**src/rtl/tour_cmd.sv**
```systemverilog
// Replays the solver's knight tour as vertical/horizontal motion commands and passes host
// commands through when idle. Define TOUR_CMD_ABORT_EN to let a host opcode 0 abort a tour.
module tour_cmd #(
    parameter int unsigned NUM_MOVES   = 24,
    parameter logic [3:0]  OPC_MOVE    = 4'b0010,
    parameter logic [3:0]  OPC_FANFARE = 4'b0011
) (
    input  logic        clk,
    input  logic        rst,
    input  logic        start_tour,
    input  logic [7:0]  move,
    output logic [4:0]  mv_indx,
    input  logic [15:0] cmd_in,
    input  logic        cmd_in_rdy,
    output logic        clr_cmd_in_rdy,
    output logic [15:0] cmd,
    output logic        cmd_rdy,
    input  logic        clr_cmd_rdy,
    input  logic        send_resp,
    output logic [7:0]  resp,
    output logic        tour_active,
    output logic        err
);

    localparam logic [7:0] HeadN   = 8'h00;
    localparam logic [7:0] HeadW   = 8'h3F;
    localparam logic [7:0] HeadS   = 8'h7F;
    localparam logic [7:0] HeadE   = 8'hBF;
    localparam logic [4:0] LastIdx = 5'(NUM_MOVES - 1);

    typedef enum logic [2:0] {StIdle, StCmdV, StWaitV, StCmdH, StWaitH, StAdv} state_e;

    state_e      state_q;
    logic [4:0]  mv_indx_q;
    logic        err_q;

    logic        move_ok;
    logic        dx_pos, dy_pos;
    logic [1:0]  dx_mag, dy_mag;
    logic [15:0] cmd_v, cmd_h;
    logic        abort;

    assign move_ok = $onehot(move);
    assign mv_indx = mv_indx_q;
    assign err     = err_q;

    // Knight offset per move bit as {dx positive, |dx|, dy positive, |dy|}.
    always_comb begin
        {dx_pos, dx_mag, dy_pos, dy_mag} = 6'b000000;
        case (move)
            8'h01:   {dx_pos, dx_mag, dy_pos, dy_mag} = 6'b101110;
            8'h02:   {dx_pos, dx_mag, dy_pos, dy_mag} = 6'b001110;
            8'h04:   {dx_pos, dx_mag, dy_pos, dy_mag} = 6'b010101;
            8'h08:   {dx_pos, dx_mag, dy_pos, dy_mag} = 6'b010001;
            8'h10:   {dx_pos, dx_mag, dy_pos, dy_mag} = 6'b001010;
            8'h20:   {dx_pos, dx_mag, dy_pos, dy_mag} = 6'b101010;
            8'h40:   {dx_pos, dx_mag, dy_pos, dy_mag} = 6'b110001;
            8'h80:   {dx_pos, dx_mag, dy_pos, dy_mag} = 6'b110101;
            default: {dx_pos, dx_mag, dy_pos, dy_mag} = 6'b000000;
        endcase
    end

    assign cmd_v = {OPC_MOVE, dy_pos ? HeadN : HeadS, 2'b00, dy_mag};
    assign cmd_h = {OPC_FANFARE, dx_pos ? HeadE : HeadW, 2'b00, dx_mag};

`ifdef TOUR_CMD_ABORT_EN
    assign abort = (state_q != StIdle) && cmd_in_rdy && (cmd_in[15:12] == 4'b0000);
`else
    assign abort = 1'b0;
`endif

    always_ff @(posedge clk) begin
        if (rst) begin
            state_q   <= StIdle;
            mv_indx_q <= 5'd0;
            err_q     <= 1'b0;
        end else if (abort) begin
            state_q   <= StIdle;
            mv_indx_q <= 5'd0;
        end else begin
            case (state_q)
                StIdle: begin
                    if (start_tour) begin
                        mv_indx_q <= 5'd0;
                        err_q     <= 1'b0;
                        state_q   <= StCmdV;
                    end
                end
                StCmdV: begin
                    if (!move_ok) begin
                        err_q   <= 1'b1;
                        state_q <= StAdv;
                    end else if (clr_cmd_rdy) begin
                        state_q <= StWaitV;
                    end
                end
                StWaitV: if (send_resp) state_q <= StCmdH;
                StCmdH:  if (clr_cmd_rdy) state_q <= StWaitH;
                StWaitH: if (send_resp) state_q <= StAdv;
                StAdv: begin
                    if (mv_indx_q == LastIdx) begin
                        mv_indx_q <= 5'd0;
                        state_q   <= StIdle;
                    end else begin
                        mv_indx_q <= mv_indx_q + 5'd1;
                        state_q   <= StCmdV;
                    end
                end
                default: state_q <= StIdle;
            endcase
        end
    end

    always_comb begin
        cmd            = cmd_v;
        cmd_rdy        = 1'b0;
        clr_cmd_in_rdy = 1'b0;
        tour_active    = (state_q != StIdle);
        resp           = 8'hA5;
        case (state_q)
            StIdle: begin
                cmd            = cmd_in;
                cmd_rdy        = cmd_in_rdy & ~start_tour;
                clr_cmd_in_rdy = clr_cmd_rdy & ~start_tour;
            end
            StCmdV:  cmd_rdy = move_ok;
            StWaitV: cmd_rdy = 1'b0;
            StCmdH: begin
                cmd     = cmd_h;
                cmd_rdy = 1'b1;
            end
            StWaitH: begin
                cmd = cmd_h;
                if (mv_indx_q == LastIdx) resp = 8'h5A;
            end
            // A valid move here means this ADV followed the final WAIT_H.
            StAdv: if (mv_indx_q == LastIdx && move_ok) resp = 8'h5A;
            default: cmd_rdy = 1'b0;
        endcase
        if (abort) begin
            cmd_rdy        = 1'b0;
            clr_cmd_in_rdy = 1'b1;
        end
        if (rst) begin
            cmd_rdy        = 1'b0;
            clr_cmd_in_rdy = 1'b0;
            tour_active    = 1'b0;
            resp           = 8'hA5;
        end
    end

endmodule
```
**config.mk**
```make
export PLATFORM = sky130hd
export DESIGN_NAME = tour_cmd
export DESIGN_NICKNAME = d
export VERILOG_FILES = /design/src/rtl/tour_cmd.sv
export SDC_FILE = /design/constraint.sdc
export NUM_CORES = 1
export LEC_CHECK = 0
export CAP_MARGIN = 20
export CORE_ASPECT_RATIO = 1.4
export CORE_MARGIN = 4
export CORE_UTILIZATION = 40
export DETAILED_ROUTE_END_ITERATION = 10
export DONT_BUFFER_PORTS = 1
export PLACE_DENSITY = 0.65
export SYNTH_ARGS = -nofsm -noshare
export SYNTH_HDL_FRONTEND = slang
export SYNTH_SLANG_ARGS = --single-unit
```
**constraint.sdc**
```tcl
create_clock -name clk -period 5.4 [get_ports clk]
set_input_delay 0.81 -clock clk [delete_from_list [all_inputs] [get_ports clk]]
set_output_delay 0.81 -clock clk [all_outputs]
set_load 0.02 [all_outputs]
```
======== Yosys cells after proc, flatten, opt, wreduce, memory -nomap -nowiden ========
Index checks and enable logic that the tools add are counted.
W data, S select, Z words.
operators by class
  add/sub/neg operators ................... 8
  equality and inequality tests ........... 21
  muxes and demuxes ....................... 30
  bitwise gates (word level) .............. 3
  reductions and logical operators ........ 13
operators by type and width
  cell                  number
  $mux W8               4
  $pmux W16 S2          1
  $mux W3               6
  $pmux W3 S6           1
  $pmux W8 S2           1
  $reduce_or A4 Y1      4
  $mux W5               2
  $ne A2 B2 Y1 const B  5
  $pmux W5 S2           1
  $mux W1               9
  $add A1 B1 Y2         4
  $eq A8 B1 Y1 const B  1
  $eq A8 B2 Y1 const B  1
  $eq A8 B3 Y1 const B  1
  $eq A8 B4 Y1 const B  1
  $eq A8 B5 Y1 const B  1
  $eq A8 B6 Y1 const B  1
  $eq A8 B7 Y1 const B  1
  $eq A8 B8 Y1 const B  1
  $pmux W2 S2           2
  $mux W7               1
  $add A2 B2 Y3         2
  $eq A3 B2 Y1 const B  2
  $eq A3 B3 Y1 const B  2
  other kinds (18)      20
word-level totals
  bits in registers ....................... 9
  input bits .............................. 30
  logic and storage cells ................. 78

======== Depth between registers and ports, before layout ========
Gate-level depths: netlist (run 1).
  depth after elaboration ................. 8
  depth in mapped cells ................... 14
  depth with buffers taken out ............ 13

======== Least setup slack after synthesis (run 1) ========
Ideal clock, no wire load.
  kind .................................... input to output
  from .................................... input move[0]
  to ...................................... output resp[2]
  data arrival time ....................... 4.784 ns
  required time ........................... 4.590 ns
  path slack .............................. -0.194 ns
  stages .................................. 14
  buffers on the path ..................... 1
  cell sequence ........................... inv_1 -> fa_1 -> fa_1 -> fa_1 -> inv_1 -> ha_1 -> inv_1 -> fa_1 -> a211oi_1 -> mux2_2 -> nand3_1 -> a2111oi_2 -> inv_1 -> buf_4
between the ends
  longest elaborated chain between the ends .. 8
ends and longest elaborated chain
  element                              RTL line  text
  start: declaration                   11        input logic [7:0] move,
  $add A1 B1 Y2 (not written as such)  43        assign move_ok = $onehot(move);
  $add A2 B2 Y3 (not written as such)  43
  $add A3 B3 Y4 (not written as such)  43
  $eq A4 B1 Y1                         43
  $logic_and A1 B1 Y1                  137       StAdv: if (mv_indx_q == LastIdx && move_ok) resp = 8'h5A;
  $mux W8                              137
  $pmux W8 S2                          120       case (state_q)
  $mux W8                              144       if (rst) begin
  end: declaration                     20        output logic [7:0] resp,
Every way passes these cells.

======== Final worst setup path (run 1) ========
  from .................................... input move[0]
  to ...................................... output resp[0]
The elaborated chain is that of the path after synthesis.

==> results.sh, run 1 <==
export IMPL_io_buffer_count=0
export IMPL_drtPass1Iterations=4
export IMPL_clkTransAtPathRegs_ns=0.05
export IMPL_comb_power_share_pct=50.7
export IMPL_grt_first_pass_wirelength_um=5050
export IMPL_io_pins=63
export IMPL_drtIter0Drc=22
export IMPL_track_usage_pct=16.9
export IMPL_ys_types=46
export IMPL_dpl_cell_area_mm2=0.00120
export IMPL_syn_nets=212
export IMPL_drtAntennaViolNets=0
export IMPL_syn_area_per_cell_um2=7.02
export IMPL_cts_path_max_buffers=2
export IMPL_switching_share_pct=49.7
export IMPL_min_period_over_period_pct=94.6
export IMPL_crit_fanout=5
export IMPL_h_tree_depth=1
export IMPL_yosys_top_cells_count="17 x inv_1, 16 x nor2_1, 15 x nand2_1, 15 x o21ai_0, 11 x a21oi_1"
export IMPL_pwr_share_clk_pct=22.1
export IMPL_place_gp_congestion=0.785
export IMPL_cts_tree="yes"
export IMPL_critPathCapture="resp[0]"
export IMPL_cp_startpoint="move[0]"
export IMPL_hold_class="flop to flop"
export IMPL_via_per_inst=5.90
export IMPL_holdWs_ns=0.573
export IMPL_critPathKind="primary input to primary output"
export IMPL_hold_viol=0
export IMPL_setup_violations=0
export IMPL_drcViolationCount=0
export IMPL_ys_ff_latch=9
export IMPL_core_mm2=0.00288
export IMPL_timing_fmax_mhz=196
export IMPL_tns_ns=0
export IMPL_synth_edf_count=0
export IMPL_fin_util_pct=43.6
export IMPL_finalInstanceArea_mm2=0.00125
export IMPL_insertedDiodeCount=0
export IMPL_worstMarginPinSlew_ns=0.835
export IMPL_worstPathRequired_ns=4.59
export IMPL_place_hpwl_um=2530
export IMPL_grt_pass1_vias=1142
export IMPL_die_h_um=72.8
export IMPL_reg2reg_to="mv_indx[3]"
export IMPL_reg2reg_depth=4
export IMPL_netlist_area_mm2=0.00120
export IMPL_ys_top_cells_by_area="dfxtp_1 15%, ha_1 7.3%, fa_1 6.7%, o21ai_0 6.3%, inv_1 5.3%"
export IMPL_drive_above_1_share_pct=8.54
export IMPL_synth_top_area_share_pct=15.0
export IMPL_sequentialPowerShare_pct=27.2
export IMPL_numCtsBuffers=3
export IMPL_synth_flop_cell="dfxtp_1"
export IMPL_p_per_area_mw_per_mm2=290
export IMPL_synthArstFlopShare_pct=0
export IMPL_final_nets=206
export IMPL_synthCells=171
export IMPL_switchingPower_uw=181
export IMPL_end_kind="primary output"
export IMPL_peakVddDrop_uv=104
export IMPL_grt_max_degree=26
export IMPL_reg2reg_from="state_q[2]"
export IMPL_ys_seq_area_share_pct=15.0
export IMPL_instances_no_fill=201
export IMPL_drv_cap=0
export IMPL_rsz0062_at_grt="true"
export IMPL_yosysMostFrequentCell="inv_1"
export IMPL_p_int_uw=183
export IMPL_cts_root_buf="clkbuf_8"
export IMPL_areaGrowthSynthToFinish_pct=4.37
export IMPL_die_w_um=54.3
export IMPL_rrSetupSlack_ns=3.53
export IMPL_outcome="complete, no violations"
export IMPL_start_util_pct=41.7
export IMPL_period_needed_ns=5.11
export IMPL_slew_headroom_pct=44.0
export IMPL_arrival_ns=4.30
export IMPL_wl_um=3070
export IMPL_yosysTopAreaCell="dfxtp_1"
export IMPL_ys_warn_count=0
export IMPL_start_kind="primary input"
export IMPL_drv_slew=0
export IMPL_overflow=0
export IMPL_skew_ns=0.000392
export IMPL_antenna_found_initial=0
export IMPL_clock_sinks=9
export IMPL_insertion_delay_ns=0.24
export IMPL_die_area_mm2=0.00396
export IMPL_rows=23
export IMPL_power_leakage_nw=0.495
export IMPL_wl_per_cell_um=15.2
export IMPL_cts_setup_buffers=0
export IMPL_dpl_cell_count=197
export IMPL_vias=1186
## cells by family after synthesis
logic type / share of synthesized area, %
AO/OA/AOI/OAI: 26.5
XOR/XNOR: 2.19
adder cells (fa/ha/maj): 14.0
buffers and inverters: 11.9
flip-flops: 15.0
multiplexers: 0.937
AND/OR/NAND/NOR: 29.6
## layer usage
metal	global-route usage (%)	wire, um	up-vias
met5	0	0	-
met4	9.97	112	0
met3	4.09	213	11
met2	27.3	1570	36
met1	19.4	1170	555
li1	-	-	584
## critical path, cell delays in order
cell       delay [ns]
inv_1            0.06
fa_1             0.57
fa_1             0.44
fa_1             0.44
inv_1            0.07
ha_1             0.15
inv_1            0.05
fa_1             0.39
a211oi_1         0.25
mux2_2           0.20
nand3_1          0.20
a2111oi_4        0.39
inv_1            0.07
buf_4            0.22
## how the worst min path moves through the flow
stage	start	endpoint	slack, ns	cells after the start
2_1_floorplan	err	err	0.54	2
3_3_place_gp	err	err	0.56	2
3_5_place_dp	err	err	0.57	2
5_1_grt	err	err	0.60	2
6_report	err	err	0.57	2
4_1_cts	err	err	0.58	2
## final cells by class
cell class	instances	area (um^2)
Fill cell	298	1620
Multi-Input combinational cell	131	892
Sequential cell	9	180
Inverter	17	63.8
Tap cell	37	46.3
Clock buffer	4	45.0
Timing Repair Buffer	3	26.3
## through the flow
stage | setup WS, ns | total power [mW]
after floorplan | 0.0385 | 0.256
after global placement | 0.411 | 0.276
after detailed placement | 0.210 | 0.286
after CTS | 0.198 | 0.367
after global routing | -0.00460 | 0.394
final | 0.291 | 0.364
## layout by cell type, fill, tap and decap left out, drive strengths merged, types with 2 or more instances in the layout
| master | netlist | final |
|---|---|---|
| a32oi | 2 | 2 |
| or2 | 2 | 2 |
| buf | 11 | 3 |
| a211oi | 5 | 5 |
| dfxtp | 9 | 9 |
| a21oi | 12 | 12 |
| a22oi | 2 | 2 |
| inv | 17 | 17 |
| nand3 | 7 | 7 |
| xnor2 | 2 | 2 |
| or4b | 2 | 2 |
| nor2 | 16 | 16 |
| ha | 7 | 7 |
| fa | 4 | 4 |
| a2111oi | 2 | 2 |
| nand4b | 2 | 2 |
| clkbuf | 3 | 4 |
| and2 | 4 | 4 |
| or3 | 6 | 6 |
| and3 | 3 | 3 |
| o21ai | 17 | 17 |
| nand2 | 15 | 15 |
| nor3 | 4 | 4 |
## flip-flops by register name, summed over array words and instances (netlist names)
signal / cells
mv_indx: 5
state_q: 3
err: 1
## repair_timing
action | CTS | global route
hold buffers | 0 | 0
setup endpoints to repair | 0 | 9
gates resized for setup | 0 | 1
endpoints found under the hold margin | 0 | 0
## power by group through the flow
stage / Sequential [mW] / Combinational [mW] / Clock (mW)
2_1_floorplan: 0.0812 / 0.175 / 0
3_3_place_gp: 0.0988 / 0.177 / 0
3_5_place_dp: 0.0998 / 0.186 / 0
4_1_cts: 0.0983 / 0.186 / 0.0819
5_1_grt: 0.101 / 0.208 / 0.0846
6_report: 0.0989 / 0.185 / 0.0805
Note: power is estimated with default switching activity, not from simulation.
==> run 2, diff against run 1 <==
--- a/config.mk
+++ b/config.mk
@@ -7,7 +7,7 @@
 export LEC_CHECK = 0
 export CAP_MARGIN = 20
 export CORE_ASPECT_RATIO = 1.4
-export CORE_MARGIN = 4
+export CORE_MARGIN = 5
 export CORE_UTILIZATION = 40
 export DETAILED_ROUTE_END_ITERATION = 10
 export DONT_BUFFER_PORTS = 1
==> constraint.sdc (replaced) <==
create_clock -name clk -period 4.8 [get_ports clk]
set_input_delay 0.72 -clock clk [delete_from_list [all_inputs] [get_ports clk]]
set_output_delay 0.72 -clock clk [all_outputs]
set_load 0.02 [all_outputs]
==> results.sh, run 2 (synthesized netlist as in run 1, its figures left out) <==
export IMPL_core_mm2=0.00288
export IMPL_clkTransAtPathRegs_ns=0.05
export IMPL_grt_pass1_vias=1089
export IMPL_grt_max_degree=26
export IMPL_final_nets=206
export IMPL_worstMarginPinSlew_ns=0.760
export IMPL_end_kind="primary output"
export IMPL_io_buffer_count=0
export IMPL_hold_class="primary input to flop"
export IMPL_insertion_delay_ns=0.24
export IMPL_cts_root_buf="clkbuf_8"
export IMPL_die_area_mm2=0.00421
export IMPL_numCtsBuffers=3
export IMPL_die_h_um=74.8
export IMPL_critPathKind="primary input to primary output"
export IMPL_wl_um=3150
export IMPL_crit_fanout=5
export IMPL_worstPathRequired_ns=4.08
export IMPL_start_util_pct=41.7
export IMPL_rsz0062_at_grt="false"
export IMPL_cp_buffers_inverters=4
export IMPL_cpPeakStageDelay_ns=0.53
export IMPL_areaGrowthSynthToFinish_pct=6.87
export IMPL_hold_viol=0
export IMPL_arrival_ns=3.90
export IMPL_clock_sinks=9
export IMPL_largest_reg_flops=5
export IMPL_drtAntennaViolNets=0
export IMPL_cts_path_max_buffers=2
export IMPL_cp_top_family="adder cells"
export IMPL_reg2reg_to="mv_indx[4]"
export IMPL_min_to="mv_indx[3]"
export IMPL_p_per_area_mw_per_mm2=331
export IMPL_outcome="complete, no violations"
export IMPL_timing_fmax_mhz=216
export IMPL_min_period_over_period_pct=96.3
export IMPL_setup_violations=0
export IMPL_layout_commonest_cell="nor2_1"
export IMPL_place_hpwl_um=2620
export IMPL_ctsHoldBuffers=0
export IMPL_drtIter0Drc=35
export IMPL_critical_path_cell_chain="inv_2 > fa_1 > fa_1 > fa_1 > inv_1 > ha_2 > inv_2 > fa_2 > a211oi_2 > mux2_4 > nand3_4 > a2111oi_4 > buf_4"
export IMPL_drcViolationCount=0
export IMPL_rrSetupSlack_ns=2.93
export IMPL_cts_resized=0
export IMPL_layout_common_cells="16 x nor2_1, 15 x o21ai_0, 15 x nand2_1"
export IMPL_fillers=326
export IMPL_totalPowerFinal_uw=424
export IMPL_drtPass1Iterations=4
export IMPL_drv_cap=0
export IMPL_insertedDiodeCount=0
export IMPL_rows=23
export IMPL_skew_ns=0.00574
export IMPL_place_gp_congestion=0.876
export IMPL_overflow=0
export IMPL_h_tree_depth=1
export IMPL_reg2reg_depth=4
export IMPL_grt_first_pass_wirelength_um=4870
export IMPL_period_needed_ns=4.62
export IMPL_cts_setup_buffers=0
export IMPL_tns_ns=0
export IMPL_vias=1185
export IMPL_fin_util_pct=44.6
export IMPL_cts_tree="yes"
export IMPL_track_usage_pct=14.4
export IMPL_slew_headroom_pct=49.0
export IMPL_via_per_inst=5.90
export IMPL_reg2reg_from="state_q[2]"
export IMPL_drv_slew=0
export IMPL_power_leakage_nw=0.498
export IMPL_holdWs_ns=0.547
export IMPL_drive_above_1_share_pct=14.0
export IMPL_start_kind="primary input"
export IMPL_peakVddDrop_uv=143
export IMPL_antenna_found_initial=0
export IMPL_hold_start="rst"
export IMPL_hold_depth=1
export IMPL_io_pins=63
export IMPL_die_w_um=56.3
export IMPL_cp_slowest_cell="fa_1"
export IMPL_wl_per_cell_um=15.7
export IMPL_crit_top_cell="fa_1"
-- run 2: how the worst max path moves through the flow --
stage / from / end / slack, ns / depth (start not counted)
4_1_cts: move[1] / resp[6] / 0.16 / 13
3_5_place_dp: move[1] / resp[6] / 0.15 / 13
2_1_floorplan: move[3] / resp[2] / -0.02 / 14
6_report: move[1] / resp[6] / 0.18 / 13
5_1_grt: move[1] / resp[6] / 0.04 / 13
3_3_place_gp: move[3] / resp[1] / 0.23 / 13
-- run 2: report_power, final --
part | total (mW) | internal, mW | switching [mW]
Combinational | 0.224 | 0.0759 | 0.148
Sequential | 0.112 | 0.0820 | 0.0295
Clock | 0.0888 | 0.0580 | 0.0309
-- run 2: stage by stage --
| stage | cells | area [um^2] | worst slack (ns) |
|---|---|---|---|
| 4_1_cts | 201 | 1280 | 0.157 |
| 5_1_grt | 201 | 1280 | 0.0416 |
| 3_5_place_dp | 197 | 1240 | 0.152 |
| 3_3_place_gp | 197 | 1240 | 0.232 |
| 2_1_floorplan | 171 | 1260 | -0.0191 |
| 6_report | 201 | 1280 | 0.178 |
-- run 2: metal layers --
metal / wire length [um] / vias up / global-route usage (%) / share of wire [%]
met4: 50 / 0 / 5.54 / 1.6
li1: - / 584 / - / -
met3: 180 / 5 / 3.60 / 5.7
met1: 1150 / 560 / 14.2 / 36
met2: 1770 / 36 / 28.6 / 56
met5: 0 / - / 0 / 0
-- run 2: final cells by class --
type | count | area (um^2) | share of cell area [%]
timing repair buffer | 3 | 22.5 | 1.75
tap | 37 | 46.3 | 3.61
inverter | 17 | 71.3 | 5.56
multi-input combinational | 131 | 918 | 71.5
sequential | 9 | 180 | 14.0
clock buffer | 4 | 45.0 | 3.51
